File: src/rtl/dti_quantize.sv
// DTI quantizer: drops NBITS LSBs with floor / round-half-up / round-half-even,
// optional saturation, and a registered 2-entry skid buffer on the output.
module dti_quantize #(
    parameter int DIN        = 16,
    parameter int NBITS      = 4,
    parameter int SIGNED     = 1,
    parameter int MODE       = 0,
    parameter int SATURATE   = 1,
    parameter int KEEP_WIDTH = 1,
    parameter int CNT_W      = 16,
    localparam int DOUT_W    = (KEEP_WIDTH != 0) ? DIN : DIN - NBITS
) (
    input  logic              clk,
    input  logic              rst,
    input  logic [DIN-1:0]    din_data_i,
    input  logic              din_valid_i,
    output logic              din_ready_o,
    output logic [DOUT_W-1:0] dout_data_o,
    output logic              dout_valid_o,
    input  logic              dout_ready_i,
    input  logic              sat_clr_i,
    output logic [CNT_W-1:0]  sat_cnt_o
);

    localparam int KW = DIN - NBITS;

    logic [DOUT_W-1:0] qdata;
    logic              sat_hit;

    generate
        if (DIN < 2 || NBITS < 0 || NBITS >= DIN || MODE < 0 || MODE > 2) begin : g_bad_cfg
            $error("dti_quantize: illegal configuration (need DIN>=2, 0<=NBITS<DIN, MODE<=2)");
        end

        if (NBITS == 0) begin : g_pass
            assign qdata   = din_data_i;
            assign sat_hit = 1'b0;
        end else begin : g_quant
            localparam logic [NBITS-1:0] HALF = NBITS'(1) << (NBITS - 1);
            localparam logic [KW-1:0]    MAXV = (SIGNED != 0) ? ({KW{1'b1}} >> 1) : {KW{1'b1}};

            logic [KW:0]      k_ext;
            logic [KW:0]      q;
            logic [NBITS-1:0] r;
            logic             inc;
            logic             ovf;
            logic [KW-1:0]    kept;

            // One guard bit above the kept field: only +1 rounding can overflow it.
            always_comb begin
                r     = din_data_i[NBITS-1:0];
                k_ext = {(SIGNED != 0) ? din_data_i[DIN-1] : 1'b0, din_data_i[DIN-1:NBITS]};
                case (MODE)
                    1:       inc = r[NBITS-1];
                    2:       inc = (r > HALF) || ((r == HALF) && k_ext[0]);
                    default: inc = 1'b0;
                endcase
                q    = k_ext + {{KW{1'b0}}, inc};
                ovf  = (SIGNED != 0) ? (!q[KW] && q[KW-1]) : q[KW];
                kept = ((SATURATE != 0) && ovf) ? MAXV : q[KW-1:0];
            end

            assign sat_hit = (SATURATE != 0) && ovf;

            if (KEEP_WIDTH != 0) begin : g_keep
                assign qdata = {kept, {NBITS{1'b0}}};
            end else begin : g_narrow
                assign qdata = kept;
            end
        end
    endgenerate

    logic [DOUT_W-1:0] main_q, main_d, skid_q, skid_d;
    logic              main_vld_q, main_vld_d, skid_vld_q, skid_vld_d;
    logic              rdy_q, rdy_d;
    logic [CNT_W-1:0]  cnt_q, cnt_d;
    logic              acc, pop, sat_acc;

    assign acc     = din_valid_i && rdy_q;
    assign pop     = main_vld_q && dout_ready_i;
    assign sat_acc = acc && sat_hit;

    always_comb begin
        main_d     = main_q;
        main_vld_d = main_vld_q;
        skid_d     = skid_q;
        skid_vld_d = skid_vld_q;
        if (!main_vld_q) begin
            if (acc) begin
                main_d     = qdata;
                main_vld_d = 1'b1;
            end
        end else if (!skid_vld_q) begin
            if (pop && acc) begin
                main_d = qdata;
            end else if (pop) begin
                main_vld_d = 1'b0;
            end else if (acc) begin
                skid_d     = qdata;
                skid_vld_d = 1'b1;
            end
        end else if (pop) begin
            // FULL: ready is low, so nothing new can arrive while draining skid.
            main_d     = skid_q;
            skid_vld_d = 1'b0;
        end
        rdy_d = !skid_vld_d;
    end

    always_comb begin
        cnt_d = cnt_q;
        if (sat_clr_i) begin
            cnt_d = sat_acc ? CNT_W'(1) : '0;
        end else if (sat_acc && (cnt_q != {CNT_W{1'b1}})) begin
            cnt_d = cnt_q + CNT_W'(1);
        end
    end

    always_ff @(posedge clk) begin
        if (rst) begin
            main_vld_q <= 1'b0;
            skid_vld_q <= 1'b0;
            rdy_q      <= 1'b0;
            cnt_q      <= '0;
        end else begin
            main_vld_q <= main_vld_d;
            skid_vld_q <= skid_vld_d;
            rdy_q      <= rdy_d;
            cnt_q      <= cnt_d;
        end
        main_q <= main_d;
        skid_q <= skid_d;
    end

    assign din_ready_o  = rdy_q;
    assign dout_data_o  = main_q;
    assign dout_valid_o = main_vld_q;
    assign sat_cnt_o    = cnt_q;

endmodule

File: config.mk
export PLATFORM = sky130hd
export DESIGN_NAME = dti_quantize
export DESIGN_NICKNAME = d
export VERILOG_FILES = /design/src/rtl/dti_quantize.sv
export SDC_FILE = /design/constraint.sdc
export NUM_CORES = 1
export LEC_CHECK = 0
export ABC_AREA = 1
export CAP_MARGIN = 20
export CORE_ASPECT_RATIO = 1.75
export CORE_MARGIN = 2
export CORE_UTILIZATION = 40
export DETAILED_ROUTE_END_ITERATION = 6
export PLACE_DENSITY = 0.79
export SYNTH_ARGS = -nofsm -noshare
export SYNTH_HDL_FRONTEND = slang
export SYNTH_SLANG_ARGS = --single-unit
File: constraint.sdc
create_clock -name clk -period 2.25 [get_ports clk]
set_input_delay 0.5625 -clock clk [delete_from_list [all_inputs] [get_ports clk]]
set_output_delay 0.5625 -clock clk [all_outputs]
set_load 0.01 [all_outputs]
==> qor.csv, run 1 <==
metric,value,unit
synth-seq-cells,27,
number_of_nets_in_the_finished_design,158,
placedInstanceArea,1410,um2
grt_antenna_before_repair,0,
period_share,0.813,
inserted_clock_buffers,3,
worst_hold_path_type,register to register,
synthesis.area,1160,um2
critical_path_peak_fanout,5,
cts-root-to-sink-buffers,2,
design.portCount,55,
routed_via_density,4.32,
post-route-cell-area,1450,um2
timing.fmax,0.547,GHz
required,1.69,ns
tritoncts_clock_tree,done,
seq_area_frac_synth,0.672,
gp_congestion,0.670,
worst-endpoint-arrival,1.27,ns
syn2layout_area_growth,24.9,%
yosysWarningCount,0,
syn_area_per_cell,11.2,um2
static-leakage-power,0.608,nW
final-setup-viol-count,0,
timing.final.max_slew_violations,0,
synth.top_cells.by_count,"nand2_1, edfxtp_1, buf_4, inv_1, dfxtp_1",
routed-via-count,704,
layout.core_utilization,0.533,
post_cts_resize_count,0,
fin_worst_skew,0.00477,ns
fin_worst_hold_slack,0.519,ns
clock-sinks,27,
syn_inst,104,
clkLatencyLatePin,0.26,ns
synth.most_common_cell,nand2_1,
crit_path_start_kind,register,
antennaDiodeCount,0,
slowest_stage,clkdlybuf4s50_1,
tns,0,ns
overflow,0,
cp-end-kind,primary output,
coreArea,2720,um2
dp.final_hpwl,1450,um
synthTopCellsByArea,"edfxtp_1, nand2_1, buf_4, dfxtp_1, inv_1",
power_density,642,nW/um2
power.total,0.931,mW
ant_nets,0,
yosysTopAreaCell,edfxtp_1,
cts-root-buf,clkbuf_8,
dieHeight,75.3,um
ys_async_sr_fraction,0,
path_clk_slew,0.08,ns
postcts_setup_bufs,0,
grt_start_max_net_pins,15,
cp_class,register to primary output,
drive_gt1_frac,0.0515,
synth_cell_type_count,14,
dominantRegCellSynth,edfxtp_1,
drtPass1Iterations,3,
worst_path_dominant_cell_family,buffers and inverters,
die_width,44.7,um
starting_density,0.427,
critical_path.n_buffers_inverters,1,
num_rows,25,
yosys.area.top_type_share,0.621,
first_pass_grt_wire_length,2700,um
max_capacitance_violation_count,0,
postRouteWirelength,1780,um
cts.htree.levels,1,
final-hold-violation-count,0,
port-buffer-count,29,
synth-edff-count,24,
path_cells,clkdlybuf4s50_1,
peak_vdd_ir,0.335,mV
vias_in_the_first_global_route,655,
wire_per_inst,10.9,um
max_stage_delay,0.58,ns
route.detailed.drc,0,
design.die.area,3370,um2
cts_hold_fix_bufs,0,
number_of_drc_violations_after_detailed_routing_iteration_0,6,
outcome,"complete, no violations",
rsz0062_at_grt,false,
layout_min_cycle_time,1.83,ns
grtUsageTotal,0.112,
-- sequential cells by signal (all words and copies together), names as in the netlist, named ones only --
name,flops
dout_valid_o,1
skid_q,12
dout_data_o,12
din_ready_o,1
-- per-stage QoR --
step	std cells	worst slack [ns]
2_1_floorplan	123	0.315
3_5_place_dp	159	0.265
3_3_place_gp	159	0.326
5_1_grt	163	0.375
6_report	163	0.420
4_1_cts	163	0.430
-- routing by layer --
metal / global-route usage / wire length [um]
met2: 0.225 / 1030
met4: 0.0808 / 34
met5: 0 / 0
met1: 0.0938 / 601
met3: 0.00959 / 119
-- final cells by class --
| cell class | count | area (um2) |
|---|---|---|
| Fill cell | 224 | 1270 |
| Sequential cell | 27 | 781 |
| Timing Repair Buffer | 31 | 305 |
| Multi-Input combinational cell | 69 | 267 |
| Clock buffer | 4 | 45.0 |
| Tap cell | 27 | 33.8 |
| Inverter | 5 | 18.8 |
-- cells in the final DEF (no fill, tap or decap) --
| cell | instances |
|---|---|
| clkbuf_8 | 3 |
| nand2_2 | 1 |
| nand2_1 | 43 |
| nor2_1 | 1 |
| clkdlybuf4s50_1 | 29 |
| inv_2 | 1 |
| edfxtp_1 | 24 |
| conb_1 | 20 |
| inv_1 | 4 |
| buf_4 | 2 |
| nand3_1 | 1 |
| nor3_1 | 1 |
| clkbuf_1 | 1 |
| a21oi_1 | 2 |
| dfxtp_1 | 3 |
-- power breakdown --
part	switching (mW)	internal (mW)	total (mW)
logic	0.0513	0.0520	0.103
clock network	0.131	0.126	0.258
registers	0.00593	0.564	0.570
total	0.189	0.742	0.931
-- path summary, 6_finish.rpt --
kind	slack, ns	endpoint	cells past startpoint	start
hold / removal	0.52	dout_data_o[12]	2	skid_q[12]
hold reg to reg	0.52	dout_data_o[12]	2	skid_q[12]
setup / recovery	0.42	dout_valid_o	1	dout_valid_o
setup reg to reg	0.75	dout_data_o[12]	4	dout_valid_o
-- cell families after synthesis --
logic type	synth area share
other	0.00323
AOI/OAI and AO/OA	0.00862
buffers and inverters	0.159
and+or+nand+nor	0.156
DFF	0.672
Note: power is estimated with default switching activity, not from simulation.
==> inputs of run 2 (changes only) <==
==> constraint.sdc (replaced) <==
create_clock -name clk -period 1.83 [get_ports clk]
set_input_delay 0.4575 -clock clk [delete_from_list [all_inputs] [get_ports clk]]
set_output_delay 0.4575 -clock clk [all_outputs]
set_load 0.01 [all_outputs]
==> run 2 against run 1 <==
  * Final cell count grew 0.61%
  * Global-route usage fell by 0.65 points
  * Setup slack worse by 0.29 ns
  * Combinational power is 28% higher
  * Register-to-register slack got worse by 0.22 ns
  * Design area is 1.4% higher
  * Critical path type unchanged
  * Highest routed layer unchanged
==> qor.csv, run 2 (synthesized netlist as in run 1, its figures left out) <==
metric,value,unit,change
rsz0062_at_grt,false,,
power_switching_share,0.204,,+0.00160
final-hold-violation-count,0,,unchanged
p_sw,0.236,mW,+25%
inserted_clock_buffers,3,,unchanged
cts.htree.levels,1,,unchanged
max_capacitance_violation_count,0,,unchanged
grt_start_max_net_pins,15,,unchanged
crit-reg2reg-launch,dout_valid_o,,
drive_gt1_frac,0.0584,,+0.00692
wirelength_met1,593,um,-1.3%
required,1.37,ns,-0.32 ns
dp.final_hpwl,1360,um,-6.5%
coreArea,2720,um2,unchanged
clkLatencyLatePin,0.26,ns,about the same
cp_class,register to primary output,,
final-instance-count-excl-fill,164,,+0.61%
crit_path_start_kind,register,,
power.total,1.15,mW,+24%
worst_path_dominant_cell_family,buffers and inverters,,
post-route-cell-area,1470,um2,+1.4%
ant_nets,0,,unchanged
cts-root-to-sink-buffers,2,,unchanged
number_of_drc_violations_after_detailed_routing_iteration_0,13,,+7
cp-end-kind,primary output,,
hold-path-endpoint,dout_data_o[8],,
worst_hold_path_type,register to register,,
timing.final.max_slew_violations,0,,unchanged
peak_vdd_ir,0.513,mV,+53%
outcome,"complete, no violations",,
clock-sinks,27,,unchanged
fill_cells,227,,+1.3%
placed_cells,160,,+0.63%
cts_hold_fix_bufs,0,,unchanged
worst-endpoint-arrival,1.24,ns,-0.03 ns
power.share.sequential,0.607,,-0.005
design.portCount,55,,unchanged
hold_path_startpoint,skid_q[8],,
wire_per_inst,10.3,um,-5.5%
port-buffer-count,29,,unchanged
routed_via_density,4.29,,-0.75%
routed-via-count,703,,-0.14%
timing.fmax,0.589,GHz,
final-setup-viol-count,0,,unchanged
die_width,44.7,um,unchanged
post_cts_resize_count,0,,unchanged
critical_path.reg2reg.endpoint,dout_data_o[11],,
clock_power_share,0.279,,+0.002
cts-root-buf,clkbuf_8,,
slowest_stage,clkdlybuf4s50_1,,
max_stage_delay,0.57,ns,about the same
design.die.area,3370,um2,unchanged
route.detailed.drc,0,,unchanged
overflow,0,,unchanged
grtUsageTotal,0.106,,-0.00649
worst-path-stages,1,,unchanged
wl_met3,121,um,+1.7%
vias_in_the_first_global_route,634,,-3.2%
path_clk_slew,0.08,ns,about the same
fin_worst_skew,0.00322,ns,-0.00156 ns
worst_r2r_path_depth,5,,+1
tns,0,ns,unchanged
critical_path_peak_fanout,5,,unchanged
critical_path.n_buffers_inverters,1,,unchanged
drtPass1Iterations,2,,-1
num_rows,25,,unchanged
syn2layout_area_growth,26.6,%,
tritoncts_clock_tree,done,,
power_density,785,nW/um2,+22%
antennaDiodeCount,0,,unchanged
path_cells,clkdlybuf4s50_1,,
static-leakage-power,0.617,nW,+1.4%
p_int,0.918,mW,+24%
layout_min_cycle_time,1.70,ns,
holdPathStages,2,,unchanged
dieHeight,75.3,um,unchanged
postRouteWirelength,1690,um,-4.9%
number_of_nets_in_the_finished_design,159,,+0.63%
grt_antenna_before_repair,0,,unchanged
routed.top_layer,met4,,
postcts_setup_bufs,0,,unchanged
wl_met2,945,um,-7.9%
top_library_cells_by_usage_in_the_layout_fill_and_taps_aside,"nand2_1, clkdlybuf4s50_1, edfxtp_1",,
comb_power_share,0.114,,+0.003
placedInstanceArea,1430,um2,+1.4%
rrSetupSlack,0.53,ns,-0.22 ns
first_pass_grt_wire_length,2550,um,-5.3%
starting_density,0.427,,unchanged
period_share,0.929,,
gp_congestion,0.673,,+0.34%
mostFrequentLayoutCell,nand2_1,,
[run 2: power groups by stage]
stage / registers (mW) / logic [mW] / clock network (mW)
floorplan: 0.723 / 0.0754 / 0
global placement: 0.713 / 0.130 / 0
detailed placement: 0.715 / 0.132 / 0
CTS: 0.701 / 0.133 / 0.330
global route: 0.702 / 0.145 / 0.350
finish: 0.700 / 0.132 / 0.322
[run 2: final cells by class]
| class | instances | area (um2) | area share |
|---|---|---|---|
| clock buffer | 4 | 45.0 | 0.0306 |
| inverter | 5 | 18.8 | 0.0128 |
| multi-input combinational | 69 | 267 | 0.181 |
| sequential | 27 | 781 | 0.531 |
| tap | 27 | 33.8 | 0.0230 |
| timing repair buffer | 32 | 325 | 0.221 |
[run 2: per-stage QoR]
| stage | hold WS, ns | util | setup slack (ns) |
|---|---|---|---|
| after floorplan | 0.487 | - | 0.000292 |
| after detailed placement | 0.498 | 0.524 | 0.0258 |
| final | 0.514 | 0.540 | 0.131 |
| after global placement | 0.491 | 0.524 | 0.0414 |
| after CTS | 0.518 | 0.540 | 0.118 |
| after global routing | 0.541 | 0.540 | 0.0823 |
[run 2: worst max path at each step]
| stage | slack, ns | from | end |
|---|---|---|---|
| 3_5_place_dp | 0.03 | din_valid_i | skid_q[5] |
| 5_1_grt | 0.08 | dout_valid_o | dout_valid_o |
| 6_report | 0.13 | dout_valid_o | dout_valid_o |
| 3_3_place_gp | 0.04 | din_valid_i | skid_q[11] |
| 4_1_cts | 0.12 | dout_valid_o | dout_valid_o |
| 2_1_floorplan | 0.0003 | dout_ready_i | skid_q[10] |
[run 2: metal layers]
layer  up-vias  track usage
met5         -            0
met4         0       0.0808
met3         2       0.0144
met2        31        0.201
met1       310       0.0935
li1        360            -
